**src/rtl/maquina_maluca_param.sv**
```systemverilog
// Coffee-machine brew sequencer with batch doses, timed stages, reservoir level,
// cancel, and a served-cup counter.
//
// Ports:
//   clk, rst_n   - clock (rising edge); asynchronous active-low reset
//   start        - begin a batch (sampled only in IDLE)
//   cancel       - abort the current batch (level-sensitive, highest priority)
//   doses        - cups requested, sampled with start (0 means 1)
//   state        - current state code (1..9)
//   busy         - high whenever state != IDLE
//   agua_nivel   - current reservoir level in water units
//   cafe_pronto  - one-cycle pulse after each finished cup
//   xicaras      - cups served since reset (wraps)
module maquina_maluca_param #(
    parameter int unsigned STAGE_CYCLES  = 4,
    parameter int unsigned WATER_CAP     = 8,
    parameter int unsigned WATER_PER_CUP = 3,
    parameter int unsigned DOSE_W        = 3,
    parameter int unsigned CUP_W         = 8,
    localparam int unsigned LVL_W        = $clog2(WATER_CAP + 1)
) (
    input  logic              clk,
    input  logic              rst_n,
    input  logic              start,
    input  logic              cancel,
    input  logic [DOSE_W-1:0] doses,
    output logic [3:0]        state,
    output logic              busy,
    output logic [LVL_W-1:0]  agua_nivel,
    output logic              cafe_pronto,
    output logic [CUP_W-1:0]  xicaras
);

    localparam int unsigned TMR_W = (STAGE_CYCLES > 1) ? $clog2(STAGE_CYCLES) : 1;

    typedef enum logic [3:0] {
        IDLE                = 4'd1,
        LIGAR_MAQUINA       = 4'd2,
        VERIFICAR_AGUA      = 4'd3,
        ENCHER_RESERVATORIO = 4'd4,
        MOER_CAFE           = 4'd5,
        COLOCAR_NO_FILTRO   = 4'd6,
        PASSAR_AGITADOR     = 4'd7,
        TAMPEAR             = 4'd8,
        REALIZAR_EXTRACAO   = 4'd9
    } state_e;

    state_e              state_q,  state_d;
    logic [TMR_W-1:0]    timer_q,  timer_d;
    logic [DOSE_W-1:0]   rem_q,    rem_d;
    logic [LVL_W-1:0]    agua_q,   agua_d;
    logic [CUP_W-1:0]    cups_q,   cups_d;
    logic                pronto_q, pronto_d;
    logic                stage_last;

    // State and datapath registers.
    always_ff @(posedge clk or negedge rst_n) begin
        if (!rst_n) begin
            state_q  <= IDLE;
            timer_q  <= '0;
            rem_q    <= '0;
            agua_q   <= '0;
            cups_q   <= '0;
            pronto_q <= 1'b0;
        end else begin
            state_q  <= state_d;
            timer_q  <= timer_d;
            rem_q    <= rem_d;
            agua_q   <= agua_d;
            cups_q   <= cups_d;
            pronto_q <= pronto_d;
        end
    end

    // Next-state and datapath update. Timer defaults to 0 so any state change clears it.
    always_comb begin
        state_d    = state_q;
        timer_d    = '0;
        rem_d      = rem_q;
        agua_d     = agua_q;
        cups_d     = cups_q;
        pronto_d   = 1'b0;
        stage_last = (timer_q == TMR_W'(STAGE_CYCLES - 1));

        if (state_q != IDLE && cancel) begin
            state_d = IDLE;
            rem_d   = '0;
        end else begin
            case (state_q)
                IDLE: begin
                    if (start && !cancel) begin
                        rem_d   = (doses == '0) ? DOSE_W'(1) : doses;
                        state_d = LIGAR_MAQUINA;
                    end
                end
                LIGAR_MAQUINA: state_d = VERIFICAR_AGUA;
                VERIFICAR_AGUA: begin
                    if (agua_q >= LVL_W'(WATER_PER_CUP)) state_d = MOER_CAFE;
                    else                                 state_d = ENCHER_RESERVATORIO;
                end
                ENCHER_RESERVATORIO: begin
                    // Leave on the edge where the level reaches (or already is) full.
                    if (agua_q >= LVL_W'(WATER_CAP - 1)) begin
                        agua_d  = LVL_W'(WATER_CAP);
                        state_d = VERIFICAR_AGUA;
                    end else begin
                        agua_d = agua_q + LVL_W'(1);
                    end
                end
                MOER_CAFE, COLOCAR_NO_FILTRO, PASSAR_AGITADOR, TAMPEAR: begin
                    if (stage_last) state_d = state_e'(4'(state_q) + 4'd1);
                    else            timer_d = timer_q + TMR_W'(1);
                end
                REALIZAR_EXTRACAO: begin
                    if (stage_last) begin
                        agua_d   = agua_q - LVL_W'(WATER_PER_CUP);
                        cups_d   = cups_q + CUP_W'(1);
                        rem_d    = rem_q - DOSE_W'(1);
                        pronto_d = 1'b1;
                        state_d  = (rem_d != '0) ? VERIFICAR_AGUA : IDLE;
                    end else begin
                        timer_d = timer_q + TMR_W'(1);
                    end
                end
                default: begin
                    state_d = IDLE;
                    rem_d   = '0;
                end
            endcase
        end
    end

    assign state       = 4'(state_q);
    assign busy        = (state_q != IDLE);
    assign agua_nivel  = agua_q;
    assign cafe_pronto = pronto_q;
    assign xicaras     = cups_q;

endmodule
```
**config.mk**
```make
export PLATFORM = sky130hd
export DESIGN_NAME = maquina_maluca_param
export DESIGN_NICKNAME = d
export VERILOG_FILES = /design/src/rtl/maquina_maluca_param.sv
export SDC_FILE = /design/constraint.sdc
export NUM_CORES = 1
export LEC_CHECK = 0
export ABC_CLOCK_PERIOD_IN_PS = 3180
export CORE_UTILIZATION = 56
export CTS_BUF_LIST = sky130_fd_sc_hd__clkbuf_16
export DETAILED_ROUTE_END_ITERATION = 10
export HOLD_SLACK_MARGIN = 0.06
export PLACE_DENSITY = 0.83
export SLEW_MARGIN = 0
export SYNTH_ARGS = -nofsm -noshare
export SYNTH_HDL_FRONTEND = slang
export SYNTH_SLANG_ARGS = --single-unit
export TNS_END_PERCENT = 100
```
**constraint.sdc**
```tcl
create_clock -name clk -period 3.18 [get_ports clk]
set_input_delay 0.636 -clock clk [delete_from_list [all_inputs] [get_ports clk]]
set_output_delay 0.636 -clock clk [all_outputs]
set_load 0.005 [all_outputs]
```
After elaboration in Yosys (flattened, before gate mapping)
Cells that the tools add are included.
- register bits after elaboration: 22
- word-level logic and storage cells: 67
- output and inout port bits: 18
- input port bits: 7
- reduce and logical (&&, ||, !) cells: 13
- equal/unequal tests: 17
- add/subtract/negate cells: 6
- multiplexer cells: 22
- $lt $le $gt $ge: 2
- bitwise gates (word level): 1
- operators with widths (cell ; number):
    4-bit two-way mux ; 7
    4-bit case mux with 6 select lines ; 1
    4-bit by 3-bit == test with 1-bit output (second input constant) ; 4
    3-bit two-way mux ; 4
    3-bit != test (second input constant) ; 4
    3-bit case mux with 3 select lines ; 1
    3-bit AND reduction ; 3
    4-bit by 1-bit adder with 4-bit output (second input constant) ; 2
    8-bit by 1-bit adder with 8-bit output (second input constant) ; 1
    4-bit by 2-bit == test with 1-bit output (second input constant) ; 2
    4-bit == test (second input constant) ; 2
    2-bit two-way mux ; 4
    4-bit case mux with 2 select lines ; 1
    7-bit OR reduction ; 1
    5-bit OR reduction ; 1
    4-bit by 1-bit == test with 1-bit output (second input constant) ; 1
    4-bit by 2-bit >= comparator with 1-bit output (second input constant) ; 1
    4-bit by 3-bit >= comparator with 1-bit output (second input constant) ; 1
    1-bit two-way mux ; 4
    4-bit by 1-bit != test with 1-bit output (second input constant) ; 1
    4-bit AND reduction ; 1
    4-bit OR reduction ; 1
    4-bit by 2-bit subtractor with 4-bit output (second input constant) ; 1
    3-bit zero test ; 1
    10 further kinds ; 11

Depth between registers and ports, before layout
Gate-level depths: netlist of run 1.
- depth in word-level cells: 6
- gate-level depth with buffers: 8
- depth with buffers taken out: 7

Worst setup path after synthesis of run 1
Ideal clock, no wire load.
- path kind: register to register
- from: register state_q[0] (netlist: state[0])
- to: register state_q[1] (netlist: state[1])
- cell stages (with the launch flop): 8
- buffers on the path: 0
- arrival: 2013 ps
- period minus slack after synthesis: 2138 ps
- path slack: 1042 ps
- cells stage by stage: dfstp_2 -> inv_1 -> ha_1 -> nor2b_1 -> and3_1 -> o21ba_1 -> or3_4 -> mux2_4
- longest elaborated chain between the ends: 4
- elaborated cells on any way between the ends: 21
- classes of those cells: add/sub (1); eq/ne (14); mux (3); reduce/logical (3)
- RTL lines (element ; RTL line ; source):
    from (decl) ; 48 ; state_e state_q, state_d;
    from (signal assigned) ; 66 ; state_q <= state_d;
    4-bit by 1-bit adder with 4-bit output, or another cell as far along ; 111 ; if (stage_last) state_d = state_e'(4'(state_q) + 4'd1);
    4-bit two-way mux, or another cell as far along ; 111 ;
    4-bit case mux with 6 select lines or 3-bit != test (tied branches) ; n/a ;
    4-bit two-way mux or 4-bit AND reduction (tied branches) ; n/a ;
Parallel ways exist; a longest one is shown, timed or not. The select of a mux whose other input is x is not followed.
A chain may end at the register's enable or synchronous reset.

Worst setup path after layout of run 1
- from: register state_q[0] (netlist: state[0])
- to: output port busy
- longest elaborated chain between the ends: 1
- RTL lines (element ; RTL line ; source):
    4-bit by 1-bit != test with 1-bit output ; 134 ; assign busy = (state_q != IDLE);
    to (decl) ; 28 ; output logic busy,
No other way between the ends.

==> metrics.md, run 1 <==
| Metric | Value |
|---|---|
| Initial antenna violation count | 0 |
| Count of different cell masters after synthesis | 44 |
| Post-Syn Instances | 150 |
| Placed cells | 199 |
| Clock root buffer | clkbuf_16 |
| First-pass GRT wire length | 5375 um |
| CTS tree | done |
| Clock Path Buffers | 2 |
| Hold slack | 0.4728 ns |
| Synthesized area | 0.001419 mm^2 |
| H-tree Lvls | 1 |
| Final ANT Viol Nets | 0 |
| Clock slew at reported path FFs | 0.06 ns |
| Final #Nets | 192 |
| Crit path max fanout | 9 |
| Crit path launch type | flip-flop |
| Pwr Density | 744.7 mW/mm^2 |
| Worst Slack Setup Final | 0.6600 ns |
| Clk sinks | 22 |
| WL/cell | 16.34 um |
| Vias | 1233 |
| Inserted Diodes | 0 |
| Post-CTS Hold Fix Bufs | 0 |
| Worst Hold Class | flip-flop to flip-flop |
| Kind of critical path | flip-flop to output pin |
| Placer congestion estimate | 0.8846 |
| Non-Filler Instances | 203 |
| # setup viols final | 0 |
| Worst-margin pin slew | 1.006 ns |
| Postcts setup bufs | 0 |
| Number of global-route vias before repair | 1166 |
| Detailed Route Iter0 Violations | 64 |
| Yosys warnings | 0 |
| Crit path DAT | 1.88 ns |
| Mapped Nets | 166 |
| Die area | 0.002739 mm^2 |
| Fmax | 0.3968 GHz |
| Grt total ovfl | 0 |
| DR DRC count | 0 |
| Fin util | 77.61% |
| PostCTS Resize Cnt | 0 |
| Inserted Clock Buffers | 3 |
| Port Buffer Count | 24 |
| Final hold vios | 0 |
| CP Capture Type | output pin |
| Gr usage total | 27.18% |
| Initial Util | 61.76% |
| Share of post-route cells with drive strength above 1 | 10.86% |
| Die width | 52.34 um |
| Routed WL | 3318 um |
| Tcrit/Tclk final | 79.24% |
| Worst Path Required | 2.54 ns |
| Num rows | 17 |
| Sum Neg Setup Slack | 0 ns |
| Status | complete, no violations |
| Crit path time final | 2.520 ns |
| Slew Viols, Final | 0 |
| Core footprint | 0.002297 mm^2 |
| Clk_skew | 0.001420 ns |
| VDD IR max | 0.0006812 V |
| Vias/cell | 6.074 |
| Ys flop type | dfrtp_1 |
| Die Y | 52.34 um |
| Hpwl dp | 2344 um |
| Pin count of the biggest net entering global routing | 23 |
| EDFF count, synth | 0 |
| P&R area growth vs syn | 25.66% |
| Clk_lat worst skew | 0.26 ns |
| Seq/Total Area, Yosys | 38.89% |
| Pleak | 0.0007993 uW |
| Synthesized area per cell | 9.459 um^2 |
| Seq cells post-synth | 22 |
| RSZ-0062 raised after global routing | false |
| Slew HR | 32.76% |
| Total I/O pin count | 25 |
| FFs w/ async S/R, synth | 100.0% |
| TritonRoute pass-1 iters | 4 |
| Max Cap Viol | 0 |
| Post-Place Worst Slack | 0.6974 ns |
worst max-delay path: stages (launching register included):
cell and delay, ns:
dfstp_2 0.58, ha_1 0.43, nand3_1 0.15, clkdlybuf4s50_1 0.47
stage by stage:
step | area [um^2] | total power [uW]
2_1_floorplan | 1419 | 796.5
3_3_place_gp | 1678 | 937.3
3_5_place_dp | 1678 | 965.4
4_1_cts | 1783 | 1319
5_1_grt | 1783 | 1411
6_report | 1783 | 1328
flip-flops by register name (all words and copies together), names as in the netlist:
register and cells:
timer_q 2, cafe_pronto 1, xicaras 8, state 4, rem_q 3, agua_nivel 4
cells by family after synthesis:
logic type                 synth area share (%)
AOI/OAI and AO/OA                         17.90
xor gates and xnor gates                  4.938
adders and majority gates                 7.937
buffers and inverters                     3.792
DFF                                       38.89
muxes                                     5.731
and+or+nand+nor                           20.81
layout make-up:
cell class / instances / area [um^2]
Clock inverter: 1 / 30.03
Multi-Input combinational cell: 116 / 813.3
Inverter: 8 / 30.03
Fill cell: 157 / 514.2
Timing Repair Buffer: 25 / 247.7
Clock buffer: 3 / 75.07
Tap cell: 28 / 35.03
Sequential cell: 22 / 551.8
where the power goes:
part	internal (uW)	leakage [uW]	switching, uW
registers	331	0.000297	65.5
logic	287	0.000451	288
clock network	250	0.0000511	106
per-layer routing:
| layer | share of wire (%) | GRT usage [%] | wire (um) | vias up |
|---|---|---|---|---|
| met4 | 1.9 | 10.09 | 64 | 0 |
| met3 | 4.4 | 3.768 | 145 | 11 |
| li1 | - | - | - | 588 |
| met1 | 44 | 35.95 | 1475 | 585 |
| met2 | 49 | 44.73 | 1632 | 49 |
| met5 | 0 | 0 | 0 | - |
cell usage in the layout (no fill, tap or decap), types with 2 or more instances in the layout:
cell type        Yosys  final
clkdlybuf4s50_1      0     24
dfrtp_1             21     21
nor2_1              14     14
a21oi_1             12     12
nand2_1             11     11
nor3_1               9      9
ha_1                 9      9
o21ai_0              8      8
inv_1                7      7
mux2_2               5      5
o31ai_1              4      4
xnor2_1              4      4
xor2_1               4      4
nand2b_1             3      3
clkbuf_16            0      3
a211oi_1             2      2
o22ai_1              2      2
nor2b_1              2      2
a21o_1               2      2
a31oi_1              2      2
and3_1               2      2
nand4_1              2      2
cells in the mapped netlist, drive strengths merged (2+ instances only):
cell type | count | area share (%)
clkbuf | 2 | 0.53
a21oi | 12 | 4.2
nand2 | 11 | 2.9
xnor2 | 4 | 2.5
buf | 2 | 1.1
inv | 8 | 2.1
ha | 9 | 7.9
dfrtp | 21 | 37
nor2b | 2 | 0.88
nand4 | 3 | 1.8
a211oi | 2 | 1.1
and3 | 2 | 0.88
nand2b | 3 | 1.3
o21ai | 8 | 2.8
nor3 | 11 | 5.0
o31ai | 4 | 2.1
or3 | 2 | 1.2
xor2 | 4 | 2.5
mux2 | 6 | 5.0
o22ai | 2 | 0.88
a31oi | 2 | 0.88
a21o | 2 | 1.1
nor2 | 14 | 3.7
final timing paths:
path / start / endpoint / slack (ns) / cells past startpoint
max in group asynchronous: rst_n / xicaras[4]$_DFFE_PN0P_ / 1.64 / 1
worst max register to register: state[0]$_DFFE_PN1P_ / agua_nivel[2]$_DFFE_PN0P_ / 0.68 / 6
min in group asynchronous: rst_n / agua_nivel[3]$_DFFE_PN0P_ / 0.93 / 1
worst min register to register: timer_q[0]$_DFF_PN0_ / timer_q[0]$_DFF_PN0_ / 0.47 / 1
worst min-delay path: timer_q[0]$_DFF_PN0_ / timer_q[0]$_DFF_PN0_ / 0.47 / 1
worst max-delay path: state[0]$_DFFE_PN1P_ / busy / 0.66 / 3
Note: power is estimated with default switching activity, not from simulation.
==> run 2, diff against run 1 <==
ABC_CLOCK_PERIOD_IN_PS = 2330   (was 3180)
CORE_UTILIZATION = 52   (was 56)
PLACE_DENSITY = 0.78   (was 0.83)
clock period = 2.33 ns   (was 3.18 ns; I/O delays follow)
==> metrics.md, run 2 (same netlist as run 1, synthesis figures left out) <==
| Metric | Value |
|---|---|
| CP Capture Type | output pin |
| Pleak | 0.0008346 uW |
| Inserted Clock Buffers | 3 |
| Initial Util | 56.25% |
| Crit path DAT | 1.74 ns |
| Most frequent cells in the layout | clkdlybuf4s50_1, dfrtp_1, nor2_1, a21oi_1 |
| Largest register FFs | 8 |
| Placed cells | 211 |
| Final ANT Viol Nets | 0 |
| Grt total ovfl | 0 |
| Final instance area | 0.001837 mm^2 |
| Core footprint | 0.002522 mm^2 |
| Final #Nets | 202 |
| RSZ-0062 raised after global routing | false |
| Pin count of the biggest net entering global routing | 16 |
| Detailed Route Iter0 Violations | 44 |
| Kind of critical path | flip-flop to output pin |
| Most common cell after layout, fill and taps aside | clkdlybuf4s50_1 |
| Clk sinks | 22 |
| First-pass GRT wire length | 5175 um |
| Multi-input logic area | 815.8 um^2 |
| DR top layer | met4 |
| Pwr Density | 948.1 mW/mm^2 |
| Worst Path Required | 1.86 ns |
| Crit path launch type | flip-flop |
| Final hold vios | 0 |
| Dpl cell area | 0.001755 mm^2 |
| Die width | 54.24 um |
| Worst Hold Class | flip-flop to flip-flop |
| Port Buffer Count | 24 |
| H-tree Lvls | 1 |
| Met1 WL | 1476 um |
| Clock root buffer | clkbuf_16 |
| Placer congestion estimate | 0.8993 |
| DR WL met2 | 1566 um |
| Gr usage total | 24.63% |
| DR DRC count | 0 |
| Clk_lat worst skew | 0.25 ns |
| Clock Path Buffers | 2 |
| # setup viols final | 0 |
| FILL cells | 194 |
| Vias/cell | 5.921 |
| Tcrit/Tclk final | 94.59% |
| Initial antenna violation count | 0 |
| Num rows | 18 |
| VDD IR max | 0.0008114 V |
| Non-Filler Instances | 215 |
| Met3 wire len | 118 um |
| Status | complete, no violations |
| Die area | 0.002941 mm^2 |
| Clk_skew | 0.003330 ns |
| Die Y | 54.24 um |
| WL/cell | 14.98 um |
| Vias | 1273 |
| P&R area growth vs syn | 29.45% |
| TritonRoute pass-1 iters | 4 |
| Max Cap Viol | 0 |
| Crit path time final | 2.204 ns |
| Register area | 551.8 um^2 |
| Hold slack | 0.4746 ns |
| Routed WL | 3221 um |
| Sum Neg Setup Slack | 0 ns |
| Fmax | 0.4538 GHz |
| CTS tree | done |
| Total I/O pin count | 25 |
| Postcts setup bufs | 0 |
| Share of post-route cells with drive strength above 1 | 15.68% |
| Crit path max fanout | 9 |
| Clock slew at reported path FFs | 0.06 ns |
| Number of global-route vias before repair | 1126 |
| Slew Viols, Final | 0 |
| Slew HR | 66.37% |
| Inserted Diodes | 0 |
| Hpwl dp | 2419 um |
| Post-CTS Hold Fix Bufs | 0 |
| Fin util | 72.82% |
| Worst-margin pin slew | 0.5028 ns |
[run 2: changes by cell type in the layout (fill, tap and decap cells not counted), sizes merged]
cell,before,now
buf,1,11
bufinv,1,0
clkinv,0,1
[run 2: what timing repair did]
item / CTS / global route
endpoints found under the hold margin: 0 / 0
gates resized for setup: 0 / 1
setup endpoints to repair: 0 / 1
[run 2: worst max-delay path, stage by stage (launching register included)]
cell,delay [ns]
dfstp_2,0.57
ha_2,0.33
nand3_1,0.12
clkdlybuf4s50_1,0.45
[run 2: path summary, 6_finish.rpt]
check | from | end | slack, ns | cells past startpoint
hold reg to reg | timer_q[0]$_DFF_PN0_ | timer_q[0]$_DFF_PN0_ | 0.47 | 1
max in group asynchronous | rst_n | xicaras[3]$_DFFE_PN0P_ | 1.23 | 2
hold / removal | timer_q[0]$_DFF_PN0_ | timer_q[0]$_DFF_PN0_ | 0.47 | 1
setup reg to reg | state[0]$_DFFE_PN1P_ | state[1]$_DFFE_PN0P_ | 0.14 | 7
setup / recovery | state[0]$_DFFE_PN1P_ | busy | 0.13 | 3
min in group asynchronous | rst_n | state[2]$_DFFE_PN0P_ | 0.55 | 1
[run 2: metrics by stage]
stage          total power, uW  setup WS (ns)
6_report                  1742         0.1261
3_3_place_gp              1329        0.09339
2_1_floorplan             1087         0.1917
3_5_place_dp              1358        0.03697
5_1_grt                   1857        0.06566
4_1_cts                   1729       0.001090
[run 2: where the power goes]
group | switching [uW] | internal [uW]
Combinational | 411 | 431
Clock | 131 | 229
Sequential | 88.1 | 452
Total | 630 | 1110
[run 2: per-layer routing]
layer	track usage [%]	up-vias
met5	0	-
met4	8.974	0
met3	3.333	8
met2	41.87	38
met1	31.65	616
li1	-	611
[run 2: layout make-up]
cell class	count	share of cell area (%)
clock buffers	3	4.087
flip-flops and latches	22	30.04
clock inverters	1	0.2044
multi-input cells	116	44.41
repair buffers	35	17.57
inverters	8	1.635
well taps	30	2.044
==> run 3, diff against run 2 <==
CAP_MARGIN = 20   (was not set)
==> results of run 3 <==
The final DEF is identical to that of run 2; final timing and power are the same.
